`src/rtl/jt51_slot_wr_if.sv`:
```
// Write-side bus of the jt51 slot-write front end.
// The CPU-side master issues single-slot writes; the slave reports
// backpressure and one-clk completion/error pulses.
interface jt51_slot_wr_if #(
  parameter int width  = 5,
  parameter int slot_w = 5
);
  logic              wr_req;
  logic [slot_w-1:0] wr_slot;
  logic [width-1:0]  wr_data;
  logic              wr_busy;
  logic              wr_done;
  logic              wr_err;

  modport master (
    output wr_req, wr_slot, wr_data,
    input  wr_busy, wr_done, wr_err
  );

  modport slave (
    input  wr_req, wr_slot, wr_data,
    output wr_busy, wr_done, wr_err
  );
endinterface

```
`src/rtl/jt51_slot_wr.sv`:
```
// Slot-write front end for a jt51_sh per-slot delay ring.
// Owns the slot counter and a 2-deep in-order write queue. The ring
// normally recirculates (ring_din = ring_drop); when the head entry's
// slot comes round on a cen, its data is injected for that one slot.
module jt51_slot_wr #(
  parameter int   width  = 5,
  parameter int   stages = 32,
  parameter int   slot_w = 5,
  parameter logic rstval = 1'b0
) (
  input  logic              clk,
  input  logic              rst,
  input  logic              cen,
  jt51_slot_wr_if.slave     wr,
  input  logic [width-1:0]  ring_drop,
  output logic [width-1:0]  ring_din,
  output logic [slot_w-1:0] cur_slot,
  output logic              zero
);

  localparam logic [slot_w-1:0] last_slot  = slot_w'(stages - 1);
  localparam logic [slot_w:0]   stages_ext = (slot_w + 1)'(stages);

  // Queue storage: entry 0 is always the head.
  logic [slot_w-1:0] slot_reg [2];
  logic [width-1:0]  data_reg [2];
  logic [1:0]        count_reg;
  logic [slot_w-1:0] cur_reg;
  logic              done_reg;
  logic              err_reg;

  logic       accept;
  logic       in_range;
  logic       push;
  logic       pop;
  logic [1:0] wr_idx;
  logic [1:0] count_next;

  // Request acceptance and commit decision. The commit only looks at
  // registered queue state, so wr_* never reaches ring_din combinationally.
  always_comb begin
    accept     = wr.wr_req & ~wr.wr_busy;
    in_range   = ({1'b0, wr.wr_slot} < stages_ext);
    push       = accept & in_range;
    pop        = cen & (count_reg != 2'd0) & (slot_reg[0] == cur_reg);
    wr_idx     = count_reg - {1'b0, pop};
    count_next = count_reg + {1'b0, push} - {1'b0, pop};
  end

  // Slot counter: advances once per cen, wrapping at stages-1.
  always_ff @(posedge clk or posedge rst) begin
    if (rst) begin
      cur_reg <= '0;
    end else if (cen) begin
      cur_reg <= (cur_reg == last_slot) ? '0 : cur_reg + 1'b1;
    end
  end

  // Queue update: pop shifts entry 1 down, push lands behind the survivors.
  always_ff @(posedge clk or posedge rst) begin
    if (rst) begin
      count_reg   <= 2'd0;
      slot_reg[0] <= '0;
      slot_reg[1] <= '0;
      data_reg[0] <= '0;
      data_reg[1] <= '0;
    end else begin
      count_reg <= count_next;
      if (pop) begin
        slot_reg[0] <= slot_reg[1];
        data_reg[0] <= data_reg[1];
      end
      if (push) begin
        if (wr_idx == 2'd0) begin
          slot_reg[0] <= wr.wr_slot;
          data_reg[0] <= wr.wr_data;
        end else begin
          slot_reg[1] <= wr.wr_slot;
          data_reg[1] <= wr.wr_data;
        end
      end
    end
  end

  // Status pulses, one clk after the commit or the rejected write.
  always_ff @(posedge clk or posedge rst) begin
    if (rst) begin
      done_reg <= 1'b0;
      err_reg  <= 1'b0;
    end else begin
      done_reg <= pop;
      err_reg  <= accept & ~in_range;
    end
  end

  // Ring input: reset value, injected head data, or recirculation.
  always_comb begin
    ring_din = ring_drop;
    if (rst) begin
      ring_din = {width{rstval}};
    end else if (pop) begin
      ring_din = data_reg[0];
    end
  end

  assign wr.wr_busy = (count_reg == 2'd2);
  assign wr.wr_done = done_reg;
  assign wr.wr_err  = err_reg;
  assign cur_slot   = cur_reg;
  assign zero       = (cur_reg == '0);

endmodule

```
`src/flat_wrapper.sv`:
```
// flat-port wrapper written by rule: the top's interface ports become plain ports
module jt51_slot_wr_flat 
#(
  parameter int   width  = 5,
  parameter int   stages = 32,
  parameter int   slot_w = 5,
  parameter logic rstval = 1'b0
)
  (clk, rst, cen, ring_drop, ring_din, cur_slot, zero, wr_wr_req, wr_wr_slot, wr_wr_data, wr_wr_busy, wr_wr_done, wr_wr_err);
  jt51_slot_wr_if #(.width(width), .slot_w(slot_w)) wr_i ();
  input  logic clk;
  input  logic rst;
  input  logic cen;
  input  logic [width-1:0] ring_drop;
  output logic [width-1:0] ring_din;
  output logic [slot_w-1:0] cur_slot;
  output logic zero;
  input wire logic [$bits(wr_i.wr_req)-1:0] wr_wr_req;
  input wire logic [$bits(wr_i.wr_slot)-1:0] wr_wr_slot;
  input wire logic [$bits(wr_i.wr_data)-1:0] wr_wr_data;
  output wire logic [$bits(wr_i.wr_busy)-1:0] wr_wr_busy;
  output wire logic [$bits(wr_i.wr_done)-1:0] wr_wr_done;
  output wire logic [$bits(wr_i.wr_err)-1:0] wr_wr_err;
  assign wr_i.wr_req = wr_wr_req;
  assign wr_i.wr_slot = wr_wr_slot;
  assign wr_i.wr_data = wr_wr_data;
  assign wr_wr_busy = wr_i.wr_busy;
  assign wr_wr_done = wr_i.wr_done;
  assign wr_wr_err = wr_i.wr_err;
  jt51_slot_wr #(.width(width), .stages(stages), .slot_w(slot_w), .rstval(rstval)) u_core (.clk(clk), .rst(rst), .cen(cen), .wr(wr_i), .ring_drop(ring_drop), .ring_din(ring_din), .cur_slot(cur_slot), .zero(zero));
endmodule
```
`config.mk`:
```
export PLATFORM = sky130hd
export DESIGN_NAME = jt51_slot_wr_flat
export DESIGN_NICKNAME = d
export VERILOG_FILES = /design/src/rtl/jt51_slot_wr_if.sv /design/src/rtl/jt51_slot_wr.sv /design/src/flat_wrapper.sv
export SDC_FILE = /design/constraint.sdc
export NUM_CORES = 1
export LEC_CHECK = 0
export BUFFER_PORTS_ARGS = -buffer_cell sky130_fd_sc_hd__buf_2
export CAP_MARGIN = 20
export CORE_MARGIN = 2
export CORE_UTILIZATION = 50
export CTS_CLUSTER_DIAMETER = 150
export DETAILED_ROUTE_END_ITERATION = 7
export PLACE_DENSITY = 0.74
export SLEW_MARGIN = 10
export SYNTH_ARGS = -nofsm -noshare
export SYNTH_HDL_FRONTEND = slang
export SYNTH_SLANG_ARGS = --single-unit
```
`constraint.sdc`:
```
create_clock -name clk -period 4.3 [get_ports clk]
set_clock_uncertainty 0.05 [all_clocks]
set_input_delay 0 -clock clk [delete_from_list [all_inputs] [get_ports clk]]
set_output_delay 0 -clock clk [all_outputs]
set_load 0.005 [all_outputs]
```
==> results of run 1 <==
[cell type report]
class                   count  area [um2]  share of cell area, %
repair buffers             45         298                   15.8
clock inverters             1        30.0                   1.59
flip-flops and latches     28         701                   37.2
clock buffers               3        22.5                   1.20
inverters                   7        26.3                   1.40
well taps                  33        41.3                   2.19
multi-input cells         108         764                   40.6
[synth_stat cells, drive strengths merged (2+ instances only)]
| cell | instances |
|---|---|
| nand3 | 10 |
| a21oi | 5 |
| buf | 8 |
| inv | 7 |
| nand2b | 2 |
| and3 | 3 |
| o21ai | 9 |
| o211ai | 18 |
| xnor2 | 7 |
| mux2 | 11 |
| ha | 6 |
| dfrtp | 28 |
| nand2 | 20 |
| nand4 | 3 |
[cells by family (layout without fill, tap and decap cells)]
group                      count (synthesis)  in the layout
muxes                                     12             12
xor gates and xnor gates                   7              7
buffers and inverters                     16             56
and+or+nand+nor                           43             43
DFF                                       28             28
adders and majority gates                  6              6
other                                      1              1
AOI/OAI and AO/OA                         39             39
[placed cells by master, fill, tap and decap left out, drive strengths merged, types with 2 or more instances in the layout]
master        n
nand4         3
buf          33
nand2b        2
clkbuf        3
nand2        20
o211ai       18
dlygate4sd3  12
a21oi         5
dfrtp        28
mux2         11
inv           7
o21ai         9
ha            6
and3          3
xnor2         7
nand3        10
[metal layers]
metal	share of wire (%)	up-vias	global-route usage, %
met5	0	-	0
met4	1.7	0	6.82
met3	4.1	6	5.46
met2	52	31	34.5
met1	42	611	25.7
li1	-	627	-
[worst max-delay path, cell delays in order (launching register included)]
cell and delay [ps]:
dfrtp_1 490, xnor2_1 230, and3_1 370, nand2_1 260, inv_1 180, ha_1 300, a21bo_2 240, a22oi_2 240
nand2_4 150, mux2_2 300
[where the power goes]
| group | switching, mW | leakage, nW | internal, mW | total [mW] |
|---|---|---|---|---|
| registers | 0.104 | 0.340 | 0.385 | 0.490 |
| clock network | 0.0765 | 0.0279 | 0.0943 | 0.171 |
| logic | 0.274 | 0.512 | 0.245 | 0.519 |
| total | 0.454 | 0.880 | 0.725 | 1.18 |
[path summary, 6_finish.rpt]
kind	cells past startpoint	startpoint	slack [ps]	endpoint
min in group asynchronous	3	rst	250	u_core.cur_slot[3]
max in group asynchronous	4	rst	3460	u_core.data_reg[1]
min reg2reg	1	u_core.data_reg[3]	480	u_core.data_reg[3]
max	9	u_core.cur_slot[2]	1400	u_core.data_reg[4]
min	3	wr_wr_req	90	u_core.count_reg[0]
max reg2reg	9	u_core.cur_slot[2]	1400	u_core.data_reg[4]
==> results.md, run 1 <==
* Post-synthesis xor/xnor area fraction at between 3 and 4%
* Maximum clock frequency at roughly 0.34 GHz
* DRC Markers at 0
* Status: finished, final reports clean
* Pre-CTS setup slack at between 1000 and 1500 ps
* # setup viols final at 0
* Synth top area cells: dfrtp_1 46%, o211ai_1 8.8%, mux2_2 8.0%
* Fin worst setup slack at between 1000 and 1500 ps
* FILL cells at ~240
* Die Wd at approximately 59 um
* Pleak at slightly below 0.9 nW
* Syn Area/Cell at roughly 10 um2
* CTS Sinks at 28
* Mapped Area at approximately 0.0015 mm2
* Antenna-violating nets left at 0
* Simple-gate share of the synthesized area at approximately 14%
* Clock Latency Late Sink at roughly 330 ps
* Root Buffer: clkbuf_4
* Most used DFF post-synth: dfrtp_1
* Placed Area at between 0.0015 and 0.002 mm2
* Post-synthesis mux area share at 8.70%
* Post-CTS Resized at 0
* HP Class: in -> reg
* CTS Hold Buffers Added at 12
* CTS buffer count at 3
* Diode count at 0
* GRT Util Overall at 20.6%
* Pwr Total at 1.18 mW
* DRT Pass-1 Iters at 5
* Max Cap Viol at 0
* Hold_ws at 88.7 ps
* H-Tree Depth at 1
* Port bufs at 31
* Largest family of logic cells by synthesized area: compound AO/OA/AOI/OAI gates
* Post-synthesis adder-cell area fraction at 4.88%
* Post-synth top area share at 45.5%
* Max Buffers Root-to-Sink at 2
* Seq cells post-synth at 28
* Final worst path period need at about 2900 ps
* Routability Congestion at a little over 0.8
* Fin cells at around 230
* IO Pins at 33
* Total of warnings raised by yosys at 0
* Nets@finish at about 220
* TNS Setup at 0 ps
* CP Launch Type: register
* RSZ-0062 raised after global routing: no
* Global-route wire length before repair at ~5500 um
* Vias in the first global route at around 1.3k
* Async S/R FF share, synth at 100%
* Worst EP required at 4480 ps
* Worst vdd ir at approximately 0.37 mV
* Cells after synthesis at 152
* Placed wire-length estimate at 2250 um
* Die height at 59.5 um
* Largest net degree at the start of global routing at 29
* Slew Viols, Final at 0
* Post-synth cell types at 32
* Final Hold Vio Count at 0
* Area leader, netlist: dfrtp_1
* WP data arrival at roughly 3100 ps
* CP Class: reg -> reg
* CP Max Fanout at 10
* Initial core utilization at 51.7%
* Grt ovf at 0
* Max_slew headroom at 32.4%
* Die area at between 0.003 and 0.004 mm2
* Setup Fix Bufs, Post-CTS at 0
* Cell total after placement at 208
* Setup crit end kind: register
* Initial antenna violation count at 0
* Synth Net Count at between 150 and 200
* Vias at approximately 1.3k
* Design area at between 0.0015 and 0.002 mm2
* Post-synthesis sequential area ratio at about 46%
* Synth Area in Compound Gates at around 18%
* Fraction of layout cells with a size suffix above 1 at between 20 and 30%
* Fin crit share at approximately two thirds
* EDFF count, synth at 0
* Finished Core Util at between 60% and 70%
* Core footprint at 0.00298 mm2
* DRT iter0 DRCs at 28
* Clk pin slew, worst setup/hold paths at ~150 ps
* Final wirelength at 3170 um
* # rows at 20
* Power per cell area at approximately 630 mW/mm2
* Vias per cell at 5.67
* CTS tree: done
* DR WL/cell at about 14 um
* P&R area growth vs syn at 22.4%
* Worst slew pin tran at between 1000 and 1500 ps
Power figures use the tool's default switching activity.
==> run 2, diff against run 1 <==
CORE_UTILIZATION = 48   (was 50)
clock period = 2.4 ns   (was 4.3 ns; I/O delays follow)
==> run 2 against run 1 <==
- clock power grew 82%
- cell count up 12%
- clock-buffer cell count stayed put
- sequential power rose by 71%
- maximum frequency increased by 23%
- die area increased by 3.9%
- utilization increased by 4.2 points
- critical path type unchanged
- critical endpoint is now u_core.slot_reg[4]
- largest power group unchanged
==> results.md, run 2 (synthesis gave the netlist of run 1 again) <==
* Worst vdd ir at 0.607 mV
* CTS tree: done
* Max_slew headroom at 53.9%
* Antenna-violating nets left at 0
* Max Buffers Root-to-Sink at 2
* GRT Util Overall at between 20% and 30%
* CP Class: reg -> reg
* Vias in the first global route at between 1k and 1.5k
* Critical-path top delay cell: dfrtp_1
* Worst EP required at roughly 2600 ps
* Port bufs at 31
* Largest net degree at the start of global routing at 29
* # setup viols final at 0
* Cell total after placement at 231
* Vias at 1365
* R2R Path Start: u_core.cur_slot[0]
* Fin crit share at ~100%
* Worst path max stage delay at between 400 and 500 ps
* Status: finished, final reports clean
* Slew Viols, Final at 0
* Clock Latency Late Sink at ~330 ps
* Commonest cells after routing, fill and taps aside: 31 x buf_2, 28 x dfrtp_1, 18 x o211ai_1, 18 x nand2_1, 17 x buf_4
* Placed wire-length estimate at approximately 2500 um
* Power per cell area at 1190 mW/mm2
* CTS buffer count at 3
* # rows at 20
* Root Buffer: clkbuf_4
* CTS Sinks at 28
* Initial antenna violation count at 0
* Worst slew pin tran at 691 ps
* Finished Core Util at about two thirds
* Clk pin slew, worst setup/hold paths at approximately 150 ps
* Die area at 0.00368 mm2
* DRT iter0 DRCs at 66
* FILL cells at ~260
* Fin worst setup slack at approximately 40 ps
* Core footprint at 0.00305 mm2
* Grt ovf at 0
* TNS Setup at 0 ps
* CP Cell Sequence: xnor2_2 -> o2111a_1 -> nand2_4 -> inv_2 -> ha_4 -> a21bo_2 -> a22oi_2 -> buf_4 -> nand2_4 -> mux2_2
* IO Pins at 33
* Vias per cell at 5.42
* Hold Path Origin: wr_wr_req
* Most common cell after layout, fill and taps aside: buf_2
* DRT Pass-1 Iters at 6
* Crit-path most repeated cell: nand2_4
* Multi-input gate area in the final layout at ~820 um2
* Max Cap Viol at 0
* Pre-CTS setup slack at -27.1 ps
* Worst setup path startpoint: u_core.cur_slot[0]
* Storage element area at 701 um2
* Die height at between 60 and 70 um
* Routability Congestion at 0.852
* CP Max Fanout at 5
* Setup crit end kind: register
* Hold_ws at about 47 ps
* Final wirelength at ~3700 um
* DRC Markers at 0
* CP Launch Type: register
* Nets@finish at 234
* Global-route wire length before repair at 5920 um
* H-Tree Depth at 1
* DR WL/cell at ~15 um
* Maximum clock frequency at around 0.42 GHz
* Pleak at around 0.98 nW
* WP data arrival at ~2500 ps
* Initial core utilization at about half
* Final worst path period need at approximately 2400 ps
* Final Hold Vio Count at 0
* Diode count at 0
* P&R area growth vs syn at 33.8%
* HP Class: in -> reg
* Die Wd at between 60 and 70 um
* Fraction of layout cells with a size suffix above 1 at 36.5%
* Fin cells at 252
## run 2: cell count changes in the layout (fill, tap and decap cells not counted), sizes merged
cell   change
nand2      +1
buf       +15
## run 2: routing by layer
| layer | GRT usage [%] | vias up | wire length [um] | part of all wire [%] |
|---|---|---|---|---|
| met5 | 0 | - | 0 | 0 |
| met4 | 3.42 | 0 | 25 | 0.67 |
| met3 | 5.12 | 2 | 183 | 4.9 |
| met2 | 38.4 | 46 | 1970 | 53 |
| met1 | 26.6 | 658 | 1530 | 41 |
| li1 | - | 659 | - | - |
## run 2: repair_timing
| action | in CTS | in global routing |
|---|---|---|
| resized for setup | 2 | 5 |
| pin swaps | 3 | 5 |
| endpoints found under the setup margin | 10 | 13 |
| hold buffers | 12 | 0 |
| endpoints found under the hold margin | 53 | 0 |
| gates cloned | 0 | 1 |
| setup buffers | 2 | 2 |
## run 2: stage by stage
stage	instance area (um2)	total power [mW]
global route	2060	2.63
global placement	1810	1.89
detailed placement	1810	1.95
CTS	2010	2.33
floorplan	1550	1.59
finish	2060	2.44
## run 2: path summary, 6_finish.rpt
check / depth (start not counted) / endpoint / slack [ps]
min in group asynchronous: 4 / u_core.data_reg[0] / 250
hold reg to reg: 1 / u_core.slot_reg[1] / 480
hold / removal: 3 / u_core.data_reg[2] / 50
setup reg to reg: 10 / u_core.slot_reg[4] / 40
setup / recovery: 10 / u_core.slot_reg[4] / 40
max in group asynchronous: 4 / u_core.slot_reg[9] / 1790
## run 2: worst max-delay path: cells and delay by family, from the launching register on
| kind | cells | cell delay [ps] |
|---|---|---|
| xor gates and xnor gates | 1 | 190 |
| adders and majority gates | 1 | 210 |
| and+or+nand+nor | 2 | 130 |
| muxes | 1 | 290 |
| buffers and inverters | 2 | 250 |
| DFF | 1 | 440 |
| AOI/OAI and AO/OA | 3 | 700 |
## run 2: final cells by class
class	instances	share of cell area (%)
Inverter	7	1.28
Sequential cell	28	34.0
Multi-Input combinational cell	109	39.9
Tap cell	44	2.67
Clock buffer	3	1.09
Clock inverter	1	1.46
Timing Repair Buffer	60	19.6
## run 2: power breakdown
part	switching [mW]	internal (mW)	total, mW
Clock	0.142	0.169	0.311
Combinational	0.650	0.643	1.29
Sequential	0.146	0.691	0.837
==> run 3, diff against run 2 <==
PLACE_DENSITY = 0.76   (was 0.74)
==> run 3 against run 2 <==
- the flow now finishes with violations (setup timing)
- critical path type unchanged
- register-to-register slack got worse by 50 ps
- combinational power barely moved
- total power down 0.44%
- sequential power increased by 0.5%
- wire length increased by 0.86%
- cell count decreased by 0.40%
- maximum frequency decreased by 2.1%
- clock power fell by 1%
- sequential share of layout area fell by 0.14 points
==> results.md, run 3 (synthesis gave the netlist of run 1 again) <==
* Final Hold Vio Count at 0
* Worst setup path startpoint: u_core.slot_reg[8]
* CP Depth at 10
* Sequential power share at between 30% and 40%
* Commonest cells after routing, fill and taps aside: 31 x buf_2, 28 x dfrtp_1, 18 x o211ai_1, 18 x nand2_1, 16 x buf_4
* R2R Path Start: u_core.slot_reg[8]
* FF-to-FF setup slack at -10 ps
* Critical-path top delay cell: dfrtp_1
* Max_slew headroom at 59.2%
* Vias at approximately 1.4k
* Fin crit share at 100%
* Root Buffer: clkbuf_4
* Grt met3 use at ~4.5%
* P&R area growth vs syn at 34.4%
* FF-to-FF path depth at 10
* CP Buf/Inv Count at 2
* Global-route wire length before repair at ~6400 um
* # rows at 20
* DRT iter0 DRCs at 53
* Routability Congestion at 0.809
* H-Tree Depth at 1
* Pleak at approximately 1 nW
* Violated checks: setup timing
* DRT Pass-1 Iters at 4
* Grt ovf at 0
* Power per cell area at about 1200 mW/mm2
* WHS Path Cells at 3
* DR WL/cell at 14.9 um
* Port bufs at 31
* CTS Sinks at 28
* Clk network pwr share at between 10% and 20%
* Clk pin slew, worst setup/hold paths at ~150 ps
* Pre-CTS setup slack at roughly 15 ps
* Diode count at 0
* Top delay family on crit path: compound AO/OA/AOI/OAI gates
* Die area at approximately 0.0037 mm2
* CTS buffer count at 3
* Die Wd at slightly above 60 um
* CP Class: reg -> reg
* DRC Markers at 0
* CTS tree: done
* Initial antenna violation count at 0
* Antenna-violating nets left at 0
* Fin worst setup slack at -11.3 ps
* Worst path max stage delay at approximately 440 ps
* GRT Util Overall at a little under a quarter
* Internal power at approximately 1.5 mW
* Max Cap Viol at 0
* GRT busiest layer: met2
* Fraction of layout cells with a size suffix above 1 at between 30% and 40%
* Most common cell after layout, fill and taps aside: buf_2
* Initial core utilization at roughly 50%
* IO Pins at 33
* Slew Viols, Final at 0
* Vias per cell at about 5.5
* Fin cells at ~250
* Switching Power at 0.936 mW
* Reg2reg end: u_core.slot_reg[2]
* CP Max Fanout at 5
* Status: complete, but fails checks
* Max Buffers Root-to-Sink at 2
* Setup crit end kind: register
* Placed wire-length estimate at between 2000 and 3000 um
* Worst slew pin tran at 611 ps
* Comb power frac at between 50 and 60%
* Vias in the first global route at 1405
* Worst setup path endpoint: u_core.slot_reg[2]
* # setup viols final at 1
* Largest net degree at the start of global routing at 29
* Grt met2 use at between 30% and 40%
* Core footprint at just over 0.003 mm2
* Hold Path Origin: wr_wr_req
* Cell total after placement at roughly 230
* Worst vdd ir at between 0.5 and 0.6 mV
* RSZ-0062 raised after global routing: yes
* Worst EP required at about 2600 ps
* Die height at just over 60 um
* Final wirelength at between 3000 and 4000 um
* Maximum clock frequency at 0.415 GHz
* Net Sw Frac at 38.5%
* WP data arrival at about 2600 ps
* CP Launch Type: register
* Nets@finish at roughly 230
* Met1 Use GR at 30.8%
* CP Cell Sequence: xnor2_1 -> o2111a_2 -> nand2_4 -> inv_4 -> ha_4 -> a21bo_2 -> a22oi_2 -> buf_4 -> nand2_8 -> mux2_4
* HP Class: in -> reg
* Clock Latency Late Sink at about 330 ps
* Final worst path period need at around 2400 ps
==> run 3: cell count changes in the layout (fill, tap and decap cells not counted) <==
| cell | delta |
|---|---|
| nand2_4 | -1 |
| inv_2 | -1 |
| o2111a_1 | -1 |
| o2111a_2 | +1 |
| nand2_8 | +1 |
| mux2_2 | -1 |
| buf_4 | -1 |
| mux2_4 | +1 |
| inv_4 | +1 |
==> run 3: layout make-up <==
type	instances	area, um2
clock buffers	3	22.5
flip-flops and latches	28	701
repair buffers	59	395
multi-input cells	109	836
well taps	44	55.1
inverters	7	28.8
fillers	227	985
clock inverters	1	30.0
==> run 3: per-stage QoR <==
stage          hold WS [ps]  cell area (um2)  utilization, %  TNS [ps]  power (mW)
2_1_floorplan         -22.4             1550               -         0        1.59
5_1_grt                60.5             2070            67.7      -314        2.61
4_1_cts                68.5             2010            65.9         0        2.34
3_3_place_gp           71.8             1810            59.2         0        1.88
3_5_place_dp           83.7             1810            59.2         0        1.95
6_report               75.9             2070            67.7     -11.3        2.43
==> run 3: routing by layer <==
metal	wire [um]	up-vias	part of all wire (%)
met5	0	-	0
met4	76	0	2.0
met3	116	8	3.1
met2	1940	29	52
met1	1620	696	43
li1	-	659	-
==> run 3: worst min path at each step <==
stage / slack [ps] / to
final: 80 / u_core.slot_reg[2]
after global routing: 60 / u_core.slot_reg[1]
after CTS: 70 / u_core.slot_reg[0]
after detailed placement: 80 / u_core.data_reg[5]
after global placement: 70 / u_core.data_reg[5]
after floorplan: -20 / ring_din[0]
==> run 3: worst register-to-register path, delay by kind of cell (launching register included) <==
kind	cells	cell delay [ps]
mux	1	310
xor+xnor	1	220
flops	1	440
buf+inv	2	250
simple gates	2	140
fa+ha+maj	1	210
compound gates	3	720
==> run 3: power groups by stage <==
| stage | Combinational [mW] | Clock (mW) | Sequential [mW] |
|---|---|---|---|
| final | 1.28 | 0.307 | 0.841 |
| after global routing | 1.42 | 0.332 | 0.866 |
| after detailed placement | 1.11 | 0 | 0.832 |
| after floorplan | 0.755 | 0 | 0.838 |
| after global placement | 1.06 | 0 | 0.823 |
| after CTS | 1.20 | 0.317 | 0.823 |
==> run 3: what timing repair did <==
action                                 4_1_cts  5_1_grt
gates cloned                                 1        0
buffers inserted                             1        2
endpoints found under the hold margin       53        0
gates resized for setup                      3        8
setup endpoints to repair                   10       16
hold buffers                                12        0
pin swaps                                    5        6
